**src/rtl/axil_gp_master.sv**
```systemverilog
// ---------------------------------------------------------------------------
// axil_gp_master
//   Turns a simple command/response request pair into single AXI4-Lite
//   read or write transfers. Only one transaction is ever in flight.
//
// Ports
//   clk, rst                 clock, synchronous active-low reset
//   cmd_valid/ready/we/addr/wdata   command channel (accepted in IDLE only)
//   rsp_valid/ready/rdata/resp      response channel (rdata is 0 for writes)
//   m_axi_aw* / m_axi_w* / m_axi_b* AXI4-Lite write address/data/response
//   m_axi_ar* / m_axi_r*            AXI4-Lite read address/data
// ---------------------------------------------------------------------------
module axil_gp_master #(
    parameter int C_S_AXI_GP_DATA_WIDTH = 32,
    parameter int C_S_AXI_GP_ADDR_WIDTH = 4
) (
    input  logic                               clk,
    input  logic                               rst,

    input  logic                               cmd_valid,
    output logic                               cmd_ready,
    input  logic                               cmd_we,
    input  logic [C_S_AXI_GP_ADDR_WIDTH-1:0]   cmd_addr,
    input  logic [C_S_AXI_GP_DATA_WIDTH-1:0]   cmd_wdata,

    output logic                               rsp_valid,
    input  logic                               rsp_ready,
    output logic [C_S_AXI_GP_DATA_WIDTH-1:0]   rsp_rdata,
    output logic [1:0]                         rsp_resp,

    output logic [C_S_AXI_GP_ADDR_WIDTH-1:0]   m_axi_awaddr,
    output logic [2:0]                         m_axi_awprot,
    output logic                               m_axi_awvalid,
    input  logic                               m_axi_awready,
    output logic [C_S_AXI_GP_DATA_WIDTH-1:0]   m_axi_wdata,
    output logic [C_S_AXI_GP_DATA_WIDTH/8-1:0] m_axi_wstrb,
    output logic                               m_axi_wvalid,
    input  logic                               m_axi_wready,
    input  logic [1:0]                         m_axi_bresp,
    input  logic                               m_axi_bvalid,
    output logic                               m_axi_bready,

    output logic [C_S_AXI_GP_ADDR_WIDTH-1:0]   m_axi_araddr,
    output logic [2:0]                         m_axi_arprot,
    output logic                               m_axi_arvalid,
    input  logic                               m_axi_arready,
    input  logic [C_S_AXI_GP_DATA_WIDTH-1:0]   m_axi_rdata,
    input  logic [1:0]                         m_axi_rresp,
    input  logic                               m_axi_rvalid,
    output logic                               m_axi_rready
);

    localparam int DW = C_S_AXI_GP_DATA_WIDTH;
    localparam int AW = C_S_AXI_GP_ADDR_WIDTH;

    typedef enum logic [2:0] {
        S_IDLE,
        S_WR_REQ,
        S_WR_RESP,
        S_RD_REQ,
        S_RD_DATA,
        S_RSP
    } state_t;

    state_t          r_state;
    logic            r_cmd_ready;
    logic            r_rsp_valid;
    logic [DW-1:0]   r_rsp_rdata;
    logic [1:0]      r_rsp_resp;
    logic [AW-1:0]   r_awaddr;
    logic            r_awvalid;
    logic [DW-1:0]   r_wdata;
    logic            r_wvalid;
    logic            r_bready;
    logic [AW-1:0]   r_araddr;
    logic            r_arvalid;
    logic            r_rready;

    // AW/W valids are raised on entry to WR_REQ and dropped on their own
    // handshake, so a low valid inside WR_REQ means that channel is done.
    logic w_aw_ok;
    logic w_w_ok;
    assign w_aw_ok = ~r_awvalid | m_axi_awready;
    assign w_w_ok  = ~r_wvalid  | m_axi_wready;

    always_ff @(posedge clk) begin
        if (!rst) begin
            r_state     <= S_IDLE;
            r_cmd_ready <= 1'b1;
            r_rsp_valid <= 1'b0;
            r_rsp_rdata <= '0;
            r_rsp_resp  <= 2'b00;
            r_awaddr    <= '0;
            r_awvalid   <= 1'b0;
            r_wdata     <= '0;
            r_wvalid    <= 1'b0;
            r_bready    <= 1'b0;
            r_araddr    <= '0;
            r_arvalid   <= 1'b0;
            r_rready    <= 1'b0;
        end else begin
            case (r_state)
                S_IDLE: begin
                    if (cmd_valid) begin
                        r_cmd_ready <= 1'b0;
                        if (cmd_we) begin
                            r_awaddr  <= cmd_addr;
                            r_wdata   <= cmd_wdata;
                            r_awvalid <= 1'b1;
                            r_wvalid  <= 1'b1;
                            r_state   <= S_WR_REQ;
                        end else begin
                            r_araddr  <= cmd_addr;
                            r_arvalid <= 1'b1;
                            r_state   <= S_RD_REQ;
                        end
                    end
                end
                S_WR_REQ: begin
                    if (m_axi_awready) r_awvalid <= 1'b0;
                    if (m_axi_wready)  r_wvalid  <= 1'b0;
                    if (w_aw_ok && w_w_ok) begin
                        r_bready <= 1'b1;
                        r_state  <= S_WR_RESP;
                    end
                end
                S_WR_RESP: begin
                    if (m_axi_bvalid) begin
                        r_bready    <= 1'b0;
                        r_rsp_resp  <= m_axi_bresp;
                        r_rsp_rdata <= '0;
                        r_rsp_valid <= 1'b1;
                        r_state     <= S_RSP;
                    end
                end
                S_RD_REQ: begin
                    if (m_axi_arready) begin
                        r_arvalid <= 1'b0;
                        r_rready  <= 1'b1;
                        r_state   <= S_RD_DATA;
                    end
                end
                S_RD_DATA: begin
                    if (m_axi_rvalid) begin
                        r_rready    <= 1'b0;
                        r_rsp_rdata <= m_axi_rdata;
                        r_rsp_resp  <= m_axi_rresp;
                        r_rsp_valid <= 1'b1;
                        r_state     <= S_RSP;
                    end
                end
                S_RSP: begin
                    if (rsp_ready) begin
                        r_rsp_valid <= 1'b0;
                        r_cmd_ready <= 1'b1;
                        r_state     <= S_IDLE;
                    end
                end
                default: begin
                    r_state     <= S_IDLE;
                    r_cmd_ready <= 1'b1;
                end
            endcase
        end
    end

    assign cmd_ready     = r_cmd_ready;
    assign rsp_valid     = r_rsp_valid;
    assign rsp_rdata     = r_rsp_rdata;
    assign rsp_resp      = r_rsp_resp;

    assign m_axi_awaddr  = r_awaddr;
    assign m_axi_awprot  = 3'b000;
    assign m_axi_awvalid = r_awvalid;
    assign m_axi_wdata   = r_wdata;
    assign m_axi_wstrb   = '1;
    assign m_axi_wvalid  = r_wvalid;
    assign m_axi_bready  = r_bready;

    assign m_axi_araddr  = r_araddr;
    assign m_axi_arprot  = 3'b000;
    assign m_axi_arvalid = r_arvalid;
    assign m_axi_rready  = r_rready;

endmodule

```
**config.mk**
```make
export PLATFORM = sky130hd
export DESIGN_NAME = axil_gp_master
export DESIGN_NICKNAME = d
export VERILOG_FILES = /design/src/rtl/axil_gp_master.sv
export SDC_FILE = /design/constraint.sdc
export NUM_CORES = 1
export LEC_CHECK = 0
export ABC_AREA = 1
export CORE_MARGIN = 2
export CORE_UTILIZATION = 43
export DETAILED_ROUTE_END_ITERATION = 16
export PLACE_DENSITY = 0.95
export SLEW_MARGIN = 40
export SYNTH_ARGS = -nofsm -noshare
export SYNTH_HDL_FRONTEND = slang
export SYNTH_SLANG_ARGS = --single-unit
```
**constraint.sdc**
```tcl
create_clock -name clk -period 3.85 [get_ports clk]
set_input_delay 0.77 -clock clk [delete_from_list [all_inputs] [get_ports clk]]
set_output_delay 0.77 -clock clk [all_outputs]
set_load 0.01 [all_outputs]
```
==> flow_summary.toml <==
[power_and_ir_drop]
vdd.ir_drop.worst_uv = 304
comb_power_share_pct = 33.7
cell_internal_pwr_mw = 1.75
switching_power_mw = 0.883
share_seq_of_total_power_pct = 42.6
powerDensity_nw_per_um2 = 509
pwr-share-clk_pct = 23.7
power_leakage_nw = 1.96
switching_share_pct = 33.5

[logic_synthesis]
netlist_top_cells_area = "sky130_fd_sc_hd__dfxtp_1 (49%), sky130_fd_sc_hd__a21oi_1 (11%), sky130_fd_sc_hd__nand2_1 (7.8%), sky130_fd_sc_hd__nand3_1 (6.0%), sky130_fd_sc_hd__inv_1 (5.5%)"
synth-warning-count = 0
synthesis.area_um2 = 3430
synth.distinct_cells = 23
post_syn_instances = 441
netlist.area_leader.share_pct = 49.1
ys_seq_elements = 84
synth.avg_cell_area_um2 = 7.77
yosysTopAreaCell = "sky130_fd_sc_hd__dfxtp_1"
seq_area_frac_synth_pct = 49.1

[global_route]
grt_pass1_vias = 3228
grt_first_pass_wirelength_um = 14500
grt_overflow_total = 0
grt_start_max_net_pins = 54
track_usage_pct = 20.7
antenna_violations_before_repair = 0

[setup_path]
critical_path_buf_inv_count = 2
critPathCaptureType = "flip-flop"
critical_path.cell_chain = "clkdlybuf4s50_1 -> nand4_4 -> inv_2 -> nand2_1 -> a21oi_1"
critical_path_data_arrival_time_ps = 2650
cp_max_fo = 36
r2r_end = "rsp_rdata[28]$_SDFFE_PN0P_"
timing.reg2reg.worst_path_depth = 4
critical_path.reg2reg.startpoint = "r_state[2]$_SDFFE_PN0P_"
worst_ep_required_time_ps = 4100
cp_slowest_stage_delay_ps = 580
setup.worst_path.start_class = "input port"
rrSetupSlack_ps = 1670
critPathKind = "input port to flip-flop"
cp_slowest_cell = "sky130_fd_sc_hd__inv_2"
worst_path_dominant_cell_family = "buffers and inverters"

[finish]
drive_above_1_share_pct = 4.90
num_antenna_cells = 0
nets = 669
flow.area_growth_from_synthesis_pct = 50.9
final_util_pct = 66.9
final_area_um2 = 5170
n_fill_cell = 601

[worst_hold_path]
hold_class = "flip-flop to flip-flop"
worstHoldStart = "m_axi_wdata[24]$_SDFFE_PN0P_"
timing.hold.worst_endpoint = "m_axi_wdata[24]$_SDFFE_PN0P_"
whs_path_cells = 2

[sta]
worst_pin_slew_ps = 683
max-slew-margin-rel_pct = 54.3
fin_tns_setup_ps = 0
rsz_0062_raised_after_global_routing = "no"
final_max_slew_viol_count = 0
max_freq_ghz = 0.417
layout_min_cycle_time_ps = 2400
fin_worst_skew_ps = 12.9
setup_viol_count_final = 0
worst_hold_slack_ps = 453
post-route-period-util_pct = 62.2
fin_ws_ps = 1450
hold_viol_final = 0

[floorplanning]
fp-row-count = 32
die-area_um2 = 8700
floorplan.initialDensity_pct = 44.3
fp.dieW_um = 93.3
design.core.area_um2 = 7730
dieHeight_um = 93.3
io_pins = 173

[drt]
antenna_left = 0
post-route-drc-count = 0
vias_per_cell = 4.92
route.vias.total = 3416
dr.pass1.iters = 4
route.detailed.wl_per_inst_um = 13.1
route.final.wire_length_um = 9120
drt_first_iter_violations = 145

[clocking]
numCtsBuffers = 9
post_cts.resized_instances = 0
cts.htree.levels = 3
clock_insertion_delay_worst_skew_ps = 340
clock_tree_from_tritoncts = "yes"
tritoncts_num_sinks = 84
postCtsHoldBufs = 0
buffers_inserted_by_post_cts_timing_repair = 0
clkSlewWorstSetupHoldPaths_ps = 80
max-clock-path-buffers = 2
cts_root_buf = "sky130_fd_sc_hd__clkbuf_8"

[job]
cap_violations = 0

[status]
outcome = "finished, final reports clean"

[place]
placement.setup.worst_slack_ps = 1110
gp_routability_congestion = 0.833
io_buffers = 162
place_area_um2 = 4970
detailedPlacementHpwl_um = 6820
kinds of logic (layout without fill, tap and decap cells):
logic type,count (synthesis),after routing,share of synthesized area [%]
flip-flops,84,84,49.1
other,2,10,0.219
buffers and inverters,91,234,13.3
AO/OA/AOI/OAI,119,119,17.4
AND/OR/NAND/NOR,145,145,20.0
cells in the mapped netlist:
library cell,number
sky130_fd_sc_hd__nand3_1,41
sky130_fd_sc_hd__dfxtp_1,84
sky130_fd_sc_hd__nand4_2,1
sky130_fd_sc_hd__nand3b_4,1
sky130_fd_sc_hd__nor2_1,22
sky130_fd_sc_hd__nor2_2,2
sky130_fd_sc_hd__a21oi_1,76
sky130_fd_sc_hd__inv_2,3
sky130_fd_sc_hd__clkbuf_1,7
sky130_fd_sc_hd__inv_1,50
sky130_fd_sc_hd__buf_6,6
sky130_fd_sc_hd__o21ai_1,9
sky130_fd_sc_hd__nand4_1,1
sky130_fd_sc_hd__nand4_4,1
sky130_fd_sc_hd__nand2_1,71
sky130_fd_sc_hd__nand3b_1,3
sky130_fd_sc_hd__buf_2,7
sky130_fd_sc_hd__nand3_4,1
sky130_fd_sc_hd__buf_4,16
sky130_fd_sc_hd__conb_1,2
sky130_fd_sc_hd__buf_1,2
sky130_fd_sc_hd__o21ai_0,34
sky130_fd_sc_hd__nor2_8,1
through the flow:
step | power, mW | std cells
finish | 2.63 | 694
global route | 2.80 | 694
CTS | 2.65 | 694
detailed placement | 2.02 | 678
global placement | 1.99 | 678
floorplan | 1.65 | 449
power by group through the flow:
stage	sequential, mW	combinational (mW)	clock [mW]
finish	1.12	0.887	0.624
global route	1.14	0.981	0.679
CTS	1.12	0.890	0.643
detailed placement	1.14	0.886	0
global placement	1.13	0.857	0
floorplan	1.15	0.492	0
sequential cells by signal, summed over array words and instances (netlist names):
register and cells:
m_axi_wdata 32, rsp_rdata 32, m_axi_araddr 4, m_axi_awaddr 4, r_state 3, rsp_resp 2, cmd_ready 1, m_axi_arvalid 1
m_axi_awvalid 1, m_axi_bready 1, m_axi_rready 1, m_axi_wvalid 1, rsp_valid 1
worst max path at each step:
stage	from	endpoint	slack [ps]	depth (start not counted)
after global placement	m_axi_rvalid	rsp_rdata[28]$_SDFFE_PN0P_	1260	5
after detailed placement	m_axi_rvalid	rsp_rdata[13]$_SDFFE_PN0P_	1110	5
final	m_axi_rvalid	rsp_rdata[28]$_SDFFE_PN0P_	1450	5
after CTS	m_axi_rvalid	rsp_rdata[13]$_SDFFE_PN0P_	1510	5
after global routing	m_axi_rvalid	rsp_rdata[14]$_SDFFE_PN0P_	1340	5
after floorplan	rst	rsp_rdata[0]$_SDFFE_PN0P_	2370	4
layer usage:
layer | wire (um) | vias to the layer above | track usage (%) | part of all wire, %
met1 | 3550 | 1542 | 23.4 | 39
met4 | 144 | 0 | 8.58 | 1.6
met2 | 4450 | 162 | 35.3 | 49
li1 | - | 1697 | - | -
met5 | 0 | - | 0 | 0
met3 | 970 | 15 | 7.41 | 11
cells in the final DEF, fill, tap and decap left out:
cell type,count
sky130_fd_sc_hd__inv_1,50
sky130_fd_sc_hd__buf_4,3
sky130_fd_sc_hd__nand3b_4,1
sky130_fd_sc_hd__o21ai_0,34
sky130_fd_sc_hd__clkdlybuf4s50_1,162
sky130_fd_sc_hd__nand4_2,1
sky130_fd_sc_hd__o21ai_1,9
sky130_fd_sc_hd__conb_1,10
sky130_fd_sc_hd__nand3b_1,3
sky130_fd_sc_hd__clkinv_2,2
sky130_fd_sc_hd__nor2_8,1
sky130_fd_sc_hd__nand3_4,1
sky130_fd_sc_hd__nor2_1,22
sky130_fd_sc_hd__clkbuf_8,9
sky130_fd_sc_hd__nand2_1,71
sky130_fd_sc_hd__inv_6,2
sky130_fd_sc_hd__clkinvlp_4,1
sky130_fd_sc_hd__a21oi_1,76
sky130_fd_sc_hd__nand4_4,1
sky130_fd_sc_hd__nor2_2,2
sky130_fd_sc_hd__inv_2,3
sky130_fd_sc_hd__bufinv_16,1
sky130_fd_sc_hd__nand4_1,1
sky130_fd_sc_hd__clkinv_4,1
sky130_fd_sc_hd__dfxtp_1,84
sky130_fd_sc_hd__nand3_1,41
worst reg2reg max path, cell delays in order, from the launching register on:
cell,delay (ps)
sky130_fd_sc_hd__dfxtp_1,650
sky130_fd_sc_hd__nand4_4,530
sky130_fd_sc_hd__inv_2,590
sky130_fd_sc_hd__nand2_1,140
sky130_fd_sc_hd__a21oi_1,190
area by class of cell:
cell class / instances / area [um2] / share of cell area [%]
inverters: 53 / 199 / 3.85
clock inverters: 7 / 73.8 / 1.43
flip-flops and latches: 84 / 1680 / 32.5
repair buffers: 165 / 1640 / 31.8
clock buffers: 9 / 124 / 2.40
well taps: 102 / 128 / 2.47
multi-input cells: 274 / 1320 / 25.5
Power figures use the tool's default switching activity.
